[src/rtl/uart_rx.sv]
// 8N1 UART receiver sampling rx on an 8x-baud tick; LSB first, one-cycle valid/frame-error pulses.
// Optional build macro UART_RX_MAJORITY_EN: 3-sample majority vote on rx instead of a single sample.
module uart_rx #(
  parameter int unsigned DATA_BITS = 8
) (
  input  logic                 clk,
  input  logic                 rst,
  input  logic                 baud8_tick,
  input  logic                 rx,
  output logic [DATA_BITS-1:0] rx_data,
  output logic                 rx_valid,
  output logic                 rx_frame_err,
  output logic                 rx_busy
);

  localparam int unsigned IDX_W = (DATA_BITS > 1) ? $clog2(DATA_BITS) : 1;
  localparam int unsigned CNT_W = 3;

  typedef enum logic [1:0] {
    S_IDLE  = 2'd0,
    S_START = 2'd1,
    S_DATA  = 2'd2,
    S_STOP  = 2'd3
  } state_e;

  state_e               state_q, state_d;
  logic [CNT_W-1:0]     tick_cnt_q, tick_cnt_d;
  logic [IDX_W-1:0]     bit_idx_q, bit_idx_d;
  logic [DATA_BITS-1:0] shift_q, shift_d;
  logic [DATA_BITS-1:0] data_q, data_d;
  logic                 valid_q, valid_d;
  logic                 err_q, err_d;
  logic                 busy_q, busy_d;
  logic                 rx_meta_q, rx_s_q;
  logic                 smp;

  // Two-flop synchronizer for the asynchronous serial line
  always_ff @(posedge clk or posedge rst) begin
    if (rst) begin
      rx_meta_q <= 1'b1;
      rx_s_q    <= 1'b1;
    end else begin
      rx_meta_q <= rx;
      rx_s_q    <= rx_meta_q;
    end
  end

`ifdef UART_RX_MAJORITY_EN
  // Two previous tick samples; the newest history entry is rx_s itself
  logic [1:0] hist_q, hist_d;
  logic [2:0] hist_now;

  always_comb begin
    hist_now = {hist_q, rx_s_q};
    hist_d   = baud8_tick ? hist_now[1:0] : hist_q;
    smp      = (hist_now[0] & hist_now[1]) | (hist_now[0] & hist_now[2]) |
               (hist_now[1] & hist_now[2]);
  end

  always_ff @(posedge clk or posedge rst) begin
    if (rst) hist_q <= 2'b11;
    else     hist_q <= hist_d;
  end
`else
  assign smp = rx_s_q;
`endif

  always_ff @(posedge clk or posedge rst) begin
    if (rst) begin
      state_q    <= S_IDLE;
      tick_cnt_q <= '0;
      bit_idx_q  <= '0;
      shift_q    <= '0;
      data_q     <= '0;
      valid_q    <= 1'b0;
      err_q      <= 1'b0;
      busy_q     <= 1'b0;
    end else begin
      state_q    <= state_d;
      tick_cnt_q <= tick_cnt_d;
      bit_idx_q  <= bit_idx_d;
      shift_q    <= shift_d;
      data_q     <= data_d;
      valid_q    <= valid_d;
      err_q      <= err_d;
      busy_q     <= busy_d;
    end
  end

  // Frame sequencing; all state and counters advance only on baud8_tick
  always_comb begin
    state_d    = state_q;
    tick_cnt_d = tick_cnt_q;
    bit_idx_d  = bit_idx_q;
    shift_d    = shift_q;
    data_d     = data_q;
    valid_d    = 1'b0;
    err_d      = 1'b0;
    if (baud8_tick) begin
      case (state_q)
        S_IDLE: begin
          if (!smp) begin
            state_d    = S_START;
            tick_cnt_d = '0;
          end
        end
        S_START: begin
          tick_cnt_d = CNT_W'(tick_cnt_q + CNT_W'(1));
          if (tick_cnt_q == CNT_W'(2)) begin
            if (smp) begin
              state_d = S_IDLE;
            end else begin
              state_d    = S_DATA;
              tick_cnt_d = '0;
              bit_idx_d  = '0;
            end
          end
        end
        S_DATA: begin
          tick_cnt_d = CNT_W'(tick_cnt_q + CNT_W'(1));
          if (tick_cnt_q == CNT_W'(7)) begin
            shift_d = {smp, shift_q[DATA_BITS-1:1]};
            if (bit_idx_q == IDX_W'(DATA_BITS - 1)) state_d = S_STOP;
            else bit_idx_d = IDX_W'(bit_idx_q + IDX_W'(1));
          end
        end
        S_STOP: begin
          tick_cnt_d = CNT_W'(tick_cnt_q + CNT_W'(1));
          // Leave at mid-stop-bit so an immediately following start bit is caught
          if (tick_cnt_q == CNT_W'(7)) begin
            state_d = S_IDLE;
            if (smp) begin
              valid_d = 1'b1;
              data_d  = shift_q;
            end else begin
              err_d = 1'b1;
            end
          end
        end
        default: state_d = S_IDLE;
      endcase
    end
    busy_d = (state_d != S_IDLE);
  end

  assign rx_data      = data_q;
  assign rx_valid     = valid_q;
  assign rx_frame_err = err_q;
  assign rx_busy      = busy_q;

endmodule

[config.mk]
export PLATFORM = sky130hd
export DESIGN_NAME = uart_rx
export DESIGN_NICKNAME = d
export VERILOG_FILES = /design/src/rtl/uart_rx.sv
export SDC_FILE = /design/constraint.sdc
export NUM_CORES = 1
export LEC_CHECK = 0
export BUFFER_PORTS_ARGS = -buffer_cell sky130_fd_sc_hd__buf_2
export CAP_MARGIN = 25
export CORE_MARGIN = 5
export CORE_UTILIZATION = 30
export CTS_CLUSTER_SIZE = 10
export DETAILED_ROUTE_END_ITERATION = 7
export GPL_TIMING_DRIVEN = 0
export RECOVER_POWER = 100
export SYNTH_ARGS = -nofsm -noshare
export SYNTH_HDL_FRONTEND = slang
export SYNTH_SLANG_ARGS = --single-unit
export TNS_END_PERCENT = 50
[constraint.sdc]
create_clock -name clk -period 2.3 [get_ports clk]
set_clock_uncertainty 0.1 [all_clocks]
set_input_delay 0.23 -clock clk [delete_from_list [all_inputs] [get_ports clk]]
set_output_delay 0.23 -clock clk [all_outputs]
set_load 0.1 [all_outputs]
==> results of run 1 <==
==> cell usage in the layout, fill, tap and decap left out, types with 2 or more instances in the layout <==
cell type / netlist / routed
clkbuf_8: 0 / 6
dfrtp_1: 27 / 27
ha_1: 6 / 6
buf_6: 3 / 3
a32o_1: 2 / 2
dlygate4sd3_1: 0 / 2
buf_2: 0 / 2
inv_1: 8 / 8
clkbuf_1: 0 / 13
nand3b_1: 3 / 3
nand2b_1: 2 / 2
nor2b_1: 4 / 4
mux2_1: 0 / 8
mux2_2: 9 / 9
nand3_1: 1 / 2
mux2i_1: 2 / 2
nand2_1: 3 / 3
==> layer usage <==
layer	wire, µm	vias to the layer above	part of all wire [%]	global-route usage, %
met1	981	381	47	9.23
met3	126	6	6.1	4.61
met5	0	-	0	0
met4	40	0	1.9	3.67
li1	-	375	-	-
met2	930	15	45	11.9
==> final timing paths <==
| kind | start | to | cells past startpoint |
|---|---|---|---|
| min in group asynchronous | rst | rx_data[6] | 3 |
| setup reg to reg | tick_cnt_q[0] | bit_idx_q[0] | 5 |
| hold / removal | baud8_tick | rx_frame_err | 3 |
| max in group asynchronous | rst | tick_cnt_q[0] | 4 |
| setup / recovery | tick_cnt_q[0] | bit_idx_q[0] | 5 |
| hold reg to reg | rx_meta_q | rx_s_q | 0 |
==> layout make-up <==
| cell class | instances | area, µm² | share of cell area (%) |
|---|---|---|---|
| buffer | 4 | 41.3 | 2.67 |
| multi-input combinational | 54 | 489 | 31.7 |
| timing repair buffer | 16 | 75.1 | 4.86 |
| clock buffer | 7 | 86.3 | 5.59 |
| tap | 52 | 65.1 | 4.21 |
| inverter | 8 | 30.0 | 1.94 |
| sequential | 29 | 728 | 47.1 |
| clock inverter | 1 | 30.0 | 1.94 |
==> state kept, by name (all words and copies together) (netlist names), 2 cells and up <==
signal / flops
rx_data: 8
shift_q: 8
bit_idx_q: 3
tick_cnt_q: 3
state_q: 2
==> timing repair <==
item | CTS | global route
endpoints found under the hold margin | 15 | 0
hold buffers | 2 | 0
setup endpoints to repair | 0 | 0
==> worst register-to-register path: cells and delay by family, from the launching register on <==
family                   cells  cell delay (ns)
AND/OR/NAND/NOR              1             0.40
flip-flops                   1             0.41
buffers and inverters        1             0.07
adder cells (fa/ha/maj)      1             0.14
multiplexers                 1             0.38
AO/OA/AOI/OAI                1             0.35
==> power by group <==
group | internal [mW] | switching (mW)
Combinational | 0.178 | 0.249
Clock | 0.353 | 0.185
Sequential | 0.589 | 0.0486
==> cell families after synthesis <==
kind of cell | count (synthesis)
flip-flops | 29
AND/OR/NAND/NOR | 18
AO/OA/AOI/OAI | 11
multiplexers | 19
adder cells (fa/ha/maj) | 6
buffers and inverters | 12
==> metrics by stage <==
| stage | utilization, % | instances | setup slack, ns | cell area, µm² | hold slack, ns |
|---|---|---|---|---|---|
| 2_1_floorplan | - | 95 | 0.532 | 1330 | 0.134 |
| 3_3_place_gp | 33.8 | 160 | 0.465 | 1460 | 0.235 |
| 3_5_place_dp | 34.5 | 161 | 0.434 | 1490 | 0.236 |
| 4_1_cts | 37.6 | 171 | 0.427 | 1630 | 0.100 |
| 5_1_grt | 35.7 | 171 | 0.226 | 1550 | 0.0997 |
| 6_report | 35.7 | 171 | 0.339 | 1550 | 0.107 |
==> results.cfg, run 1 <==
[global_route]
gr-total-overflow = 0
grt_pass1_wl_mm = 3.60
grt_pass1_vias = 782
antenna_found_initial = 0
grt_usage_pct = 8.00
grt_max_degree = 16

[synth]
synth_compound_area_share_pct = 7.23
synth_nets = 105
ys_seq_area_share_pct = 54.6
ys_ff_latch = 29
synth_edf_count = 0
synth_top_area_share_pct = 50.7
synth_cell_types = 29
netlist_top_cells_count = dfrtp_1, mux2_2, inv_1, mux2_4, ha_1
synth-xor-area-share_pct = 0
synth_area_um2 = 1330
synth_largest_area_cell = dfrtp_1
synth.avg_cell_area_um2 = 14.0
synth_top_family_by_area = multiplexers
ys_async_sr_fraction_pct = 100
yosys_warnings = 0
synthAdderAreaFrac_pct = 5.63
synthSimpleGateAreaFrac_pct = 9.01
post-synth-top-count-cell = dfrtp_1
netlist_instances = 95
muxShareOfSynthArea_pct = 18.1
synthTopCellsByArea = dfrtp_1, mux2_4, mux2_2
synth-main-ff-cell = dfrtp_1

[clock_tree]
post_cts_buffers = 0
clock_latency_ns = 0.28
htreeDepth = 2
cts.clk_slew.worst_paths_ns = 0.06
cts_root_buf = clkbuf_8
cts.sinks = 29
cts_tree = yes
cts-resized-gates = 0
cts_buffers = 5
clockBufferDepth = 2

[critical_path]
max_stage_delay_ns = 0.41
end_kind = flop
crit_required_ns = 2.37
cp_num_buf_inv = 1
critPathTopFamily = flip-flops
cp-start-kind = flop
crit_path_top_delay_cell = dfrtp_1
path_max_fanout = 4
r2r_setup_slack_ns = 0.34
worst_ep_arrival_time_ns = 2.03
crit_chain = inv_1 > ha_1 > or3b_1 > o22ai_1 > mux2_2
critical_path_class = reg2reg

[die]
start_util_pct = 30.8
core_um2 = 4320
io_pins = 15
dieArea_um2 = 5870
row_count = 24
die_h_um = 76.6
die_x_um = 76.6

[sta]
slew_headroom_pct = 21.4
worstMarginPinSlew_ns = 1.18
finalSetupViolCount = 0
period_share_pct = 85.2
hold_viol_final = 0
setup-tns-final_ns = 0
drv_slew = 0
max_freq_ghz = 0.510
rsz0062_at_grt = false
layout_min_cycle_time_ns = 1.96

[status]
status = complete, no violations

[job]
cap_violations = 0

[cells_and_area]
drive_above_1_share_pct = 21.0
area_delta_synth_final_pct = 16.0
fin_nets = 128
antenna_cells = 0
fill_cells = 445

[power_and_ir_drop]
ir_drop_uv = 645
p_per_area_nw_per_um2 = 1040
power_leakage_nw = 0.765
power_mw = 1.60

[hold_path]
hold_class = in2reg

[drt]
routed_via_density = 4.54
wl_per_cell_um = 12.2
wl_mm = 2.08
vias = 777
drtIter0Drc = 22
drc_errors = 0
first_pass_iters = 3
postRouteAntennaNets = 0

[place]
io_buffers = 13
hpwl_mm = 1.53
place_congestion = 0.825
No activity file was read; power rests on OpenSTA's default activity.
==> inputs of run 2 (changes only) <==
Settings changed: CTS_BUF_LIST from default to sky130_fd_sc_hd__clkbuf_8 sky130_fd_sc_hd__clkbuf_16, CTS_CLUSTER_SIZE 10 to 20, TNS_END_PERCENT 50 to default.
==> run 2 against run 1 <==
  * Clock power decreased by 0.7%
  * Register-to-register slack about the same
  * Sequential power about the same
  * Clock-buffer cell count decreased by 1
  * Critical path depth unchanged
  * Wire length about the same
  * Maximum frequency unchanged
  * Sequential share of layout area unchanged
==> results.cfg, run 2 (synthesis gave the netlist of run 1 again) <==
[sta]
timing.hold.ws_ns = 0.107
finalSetupViolCount = 0
max_freq_ghz = 0.510
worstMarginPinSlew_ns = 1.18
period_share_pct = 85.2
slew_headroom_pct = 21.4
drv_slew = 0
final.setup.worst_slack_ns = 0.339
layout_min_cycle_time_ns = 1.96
hold_viol_final = 0
setup-tns-final_ns = 0
rsz0062_at_grt = false

[power_and_ir_drop]
power_leakage_nw = 0.770
ir_drop_uv = 645
p_per_area_nw_per_um2 = 1030

[global_route]
grt_pass1_vias = 782
gr-total-overflow = 0
antenna_found_initial = 0
grt_usage_pct = 8.00
grt_pass1_wl_mm = 3.60
grt_max_degree = 16

[die]
core_um2 = 4320
die_h_um = 76.6
row_count = 24
start_util_pct = 30.8
dieArea_um2 = 5870
die_x_um = 76.6
io_pins = 15

[drt]
postRouteAntennaNets = 0
vias = 777
wl_mm = 2.08
first_pass_iters = 3
drtIter0Drc = 22
drc_errors = 0
routed_via_density = 4.54
wl_per_cell_um = 12.2

[place]
placed_cell_area_um2 = 1490
place_congestion = 0.825
hpwl_mm = 1.53
io_buffers = 13
pre_cts_ws_ns = 0.434

[cells_and_area]
fin_nets = 128
stdcell_area_um2 = 1550
fill_cells = 445
final-seq-area_um2 = 728
final_util_pct = 35.7
area_delta_synth_final_pct = 16.0
layout_commonest_cell = dfrtp_1
drive_above_1_share_pct = 21.0
antenna_cells = 0
multiInputGateArea_um2 = 489
layout_common_cells = dfrtp_1, clkbuf_1, mux2_2, inv_1, mux2_1

[critical_path]
end_kind = flop
critical_path_class = reg2reg
worst_ep_arrival_time_ns = 2.03
crit_required_ns = 2.37
path_max_fanout = 4
cp-start-kind = flop

[clock_tree]
cts.sinks = 29
cts_tree = yes
cts.clk_slew.worst_paths_ns = 0.06
cts-resized-gates = 0
htreeDepth = 2
cts_root_buf = clkbuf_8
clock_latency_ns = 0.28
cts_buffers = 5
clockBufferDepth = 2
post_cts_buffers = 0
ctsHoldBuffers = 2

[job]
cap_violations = 0

[status]
status = complete, no violations

[hold_path]
hold_class = in2reg
run 2: final timing paths:
| kind | start | to | slack, ns | depth (start not counted) |
|---|---|---|---|---|
| hold / removal | baud8_tick | rx_frame_err | 0.11 | 3 |
| setup / recovery | tick_cnt_q[0] | bit_idx_q[0] | 0.34 | 5 |
| max in group asynchronous | rst | tick_cnt_q[0] | 0.58 | 4 |
| hold reg to reg | rx_meta_q | rx_s_q | 0.26 | 0 |
| min in group asynchronous | rst | rx_data[6] | 0.43 | 3 |
| setup reg to reg | tick_cnt_q[0] | bit_idx_q[0] | 0.34 | 5 |
run 2: final cells by class:
| type | count | share of cell area (%) |
|---|---|---|
| clock buffer | 6 | 5.34 |
| timing repair buffer | 16 | 4.86 |
| clock inverter | 2 | 2.19 |
| multi-input combinational | 54 | 31.7 |
| tap | 52 | 4.21 |
| sequential | 29 | 47.1 |
| inverter | 8 | 1.94 |
| buffer | 4 | 2.67 |
run 2: critical path, stage by stage, from the launching register on:
cell     delay [ns]
dfrtp_1        0.41
inv_1          0.07
ha_1           0.14
or3b_1         0.40
o22ai_1        0.35
mux2_2         0.38
run 2: report_power, final:
group	total, mW	switching [mW]	internal [mW]
clock	0.534	0.186	0.348
combinational	0.427	0.249	0.178
sequential	0.638	0.0486	0.589
run 2: layer usage:
metal  part of all wire [%]  global-route usage, %  wire, µm  up-vias
li1                       -                      -         -      375
met1                     47                   9.23       981      381
met2                     45                   11.9       930       15
met3                    6.1                   4.61       126        6
met4                    1.9                   3.67        40        0
met5                      0                      0         0        -
run 2: through the flow:
step / cells / power (mW)
2_1_floorplan: 95 / 1.00
3_5_place_dp: 161 / 1.10
4_1_cts: 171 / 1.64
6_report: 171 / 1.60
5_1_grt: 171 / 1.70
3_3_place_gp: 160 / 1.06
==> inputs of run 3 (changes only) <==
Settings changed: BUFFER_PORTS_ARGS -buffer_cell sky130_fd_sc_hd__buf_2 to default, DONT_BUFFER_PORTS from default to 1.
Clock period 2.3 ns to 2.1 ns, I/O delays scaled along.
==> run 3 against run 2 <==
  * Global-route usage increased by 0.15 points
  * Register-to-register slack got worse by 0.13 ns
  * Setup slack got worse by 0.13 ns
  * Worst hold slack got worse by 0.016 ns
  * Power decreased by 0.14%
  * Critical path depth unchanged
  * Critical path type unchanged
  * Critical endpoint unchanged
  * Highest routed layer unchanged
==> results.cfg, run 3 (synthesis gave the netlist of run 1 again) <==
[status]
status = complete, no violations

[drt]
postRouteAntennaNets = 0
routed_via_density = 4.72
wl_mm = 2.11
vias = 746
wl_per_cell_um = 13.3
drtIter0Drc = 16
first_pass_iters = 4
drc_errors = 0

[sta]
period_share_pct = 90.1
max_freq_ghz = 0.529
hold_viol_final = 0
final.setup.worst_slack_ns = 0.208
layout_min_cycle_time_ns = 1.89
setup-tns-final_ns = 0
drv_slew = 0
finalSetupViolCount = 0
slew_headroom_pct = 39.7
rsz0062_at_grt = false
worstMarginPinSlew_ns = 0.904

[cells_and_area]
instances_no_fill = 158
layout_commonest_cell = dfrtp_1
area_delta_synth_final_pct = 11.0
fin_nets = 115
multiInputGateArea_um2 = 495
fill_cells = 440
layout_common_cells = dfrtp_1, mux2_2, inv_1, mux2_1, ha_1
final_util_pct = 34.2
drive_above_1_share_pct = 23.6
antenna_cells = 0
final-seq-area_um2 = 728

[clock_tree]
cts_buffers = 5
clock_latency_ns = 0.28
cts.clk_slew.worst_paths_ns = 0.06
clockBufferDepth = 2
htreeDepth = 2
cts_tree = yes
cts_root_buf = clkbuf_8
cts.sinks = 29
post_cts_buffers = 0

[hold_path]
min_from = baud8_tick
holdPathStages = 3
whs_endpoint = rx_frame_err
hold_class = in2reg

[critical_path]
critical_path_class = reg2reg
path_max_fanout = 4
end_kind = flop
crit_required_ns = 2.16
r2r_setup_slack_ns = 0.21
timing.rr.start = tick_cnt_q[0]
worst_ep_arrival_time_ns = 1.96
r2r_cells = 5
rr_endpoint = bit_idx_q[0]
cp-start-kind = flop

[die]
die_x_um = 76.6
dieArea_um2 = 5870
start_util_pct = 30.8
io_pins = 15
die_h_um = 76.6
row_count = 24
core_um2 = 4320

[global_route]
antenna_found_initial = 0
grt_usage_pct = 8.14
grt_pass1_wl_mm = 3.71
gr-total-overflow = 0
grt_pass1_vias = 833
grt_max_degree = 22

[power_and_ir_drop]
power_leakage_nw = 0.742
ir_drop_uv = 389
power_mw = 1.60
p_per_area_nw_per_um2 = 1080

[job]
cap_violations = 0

[place]
io_buffers = 0
hpwl_mm = 1.55
dp.cells = 148
place_congestion = 0.802
pre_cts_ws_ns = 0.220
==> run 3: changes by cell type in the layout (fill, tap and decap cells not counted), sizes merged <==
| cell | change |
|---|---|
| clkinv | +2 |
| inv | -1 |
| dlymetal6s4s | +1 |
| clkbuf | -13 |
| bufinv | -1 |
| clkinvlp | +1 |
| buf | -2 |
==> run 3: final cells by class <==
class	instances	area share [%]
Clock buffer	5	4.65
Clock inverter	3	1.18
Timing Repair Buffer	3	2.20
Multi-Input combinational cell	54	33.5
Sequential cell	29	49.2
Tap cell	52	4.40
Buffer	4	2.79
Inverter	8	2.03
==> run 3: power breakdown <==
part           switching [mW]  leakage (nW)  internal [mW]
logic                   0.200         0.318          0.194
registers               0.120         0.381          0.644
clock network           0.211        0.0439          0.228
==> run 3: repair_timing <==
item | in CTS | in global routing
gates resized for setup | 0 | 0
hold buffers | 2 | 0
hold endpoints to repair | 7 | 0
==> run 3: worst max path at each step <==
stage	start	slack (ns)	end
after floorplan	tick_cnt_q[0]	0.33	bit_idx_q[0]
after global placement	tick_cnt_q[0]	0.25	rx_data[7]
after detailed placement	tick_cnt_q[0]	0.22	bit_idx_q[0]
after CTS	tick_cnt_q[0]	0.21	rx_data[1]
after global routing	tick_cnt_q[0]	0.09	rx_data[1]
final	tick_cnt_q[0]	0.21	bit_idx_q[0]
==> run 3: critical path: stages, from the launching register on <==
cell and delay, ns:
dfrtp_1 0.40, inv_1 0.07, ha_1 0.15, or3b_1 0.41
o22ai_2 0.28, mux2_2 0.36
==> run 3: metal layers <==
metal	GRT usage, %	wire, µm	vias to the layer above
li1	-	-	346
met1	9.14	887	376
met2	12.9	1030	19
met3	3.31	142	5
met4	4.72	46	0
met5	0	0	-
==> run 3: stage by stage <==
stage / cell area (µm²) / hold slack, ns
CTS: 1530 / 0.0772
floorplan: 1330 / 0.114
detailed placement: 1430 / 0.0249
global placement: 1400 / 0.115
finish: 1480 / 0.0906
global route: 1480 / 0.0929
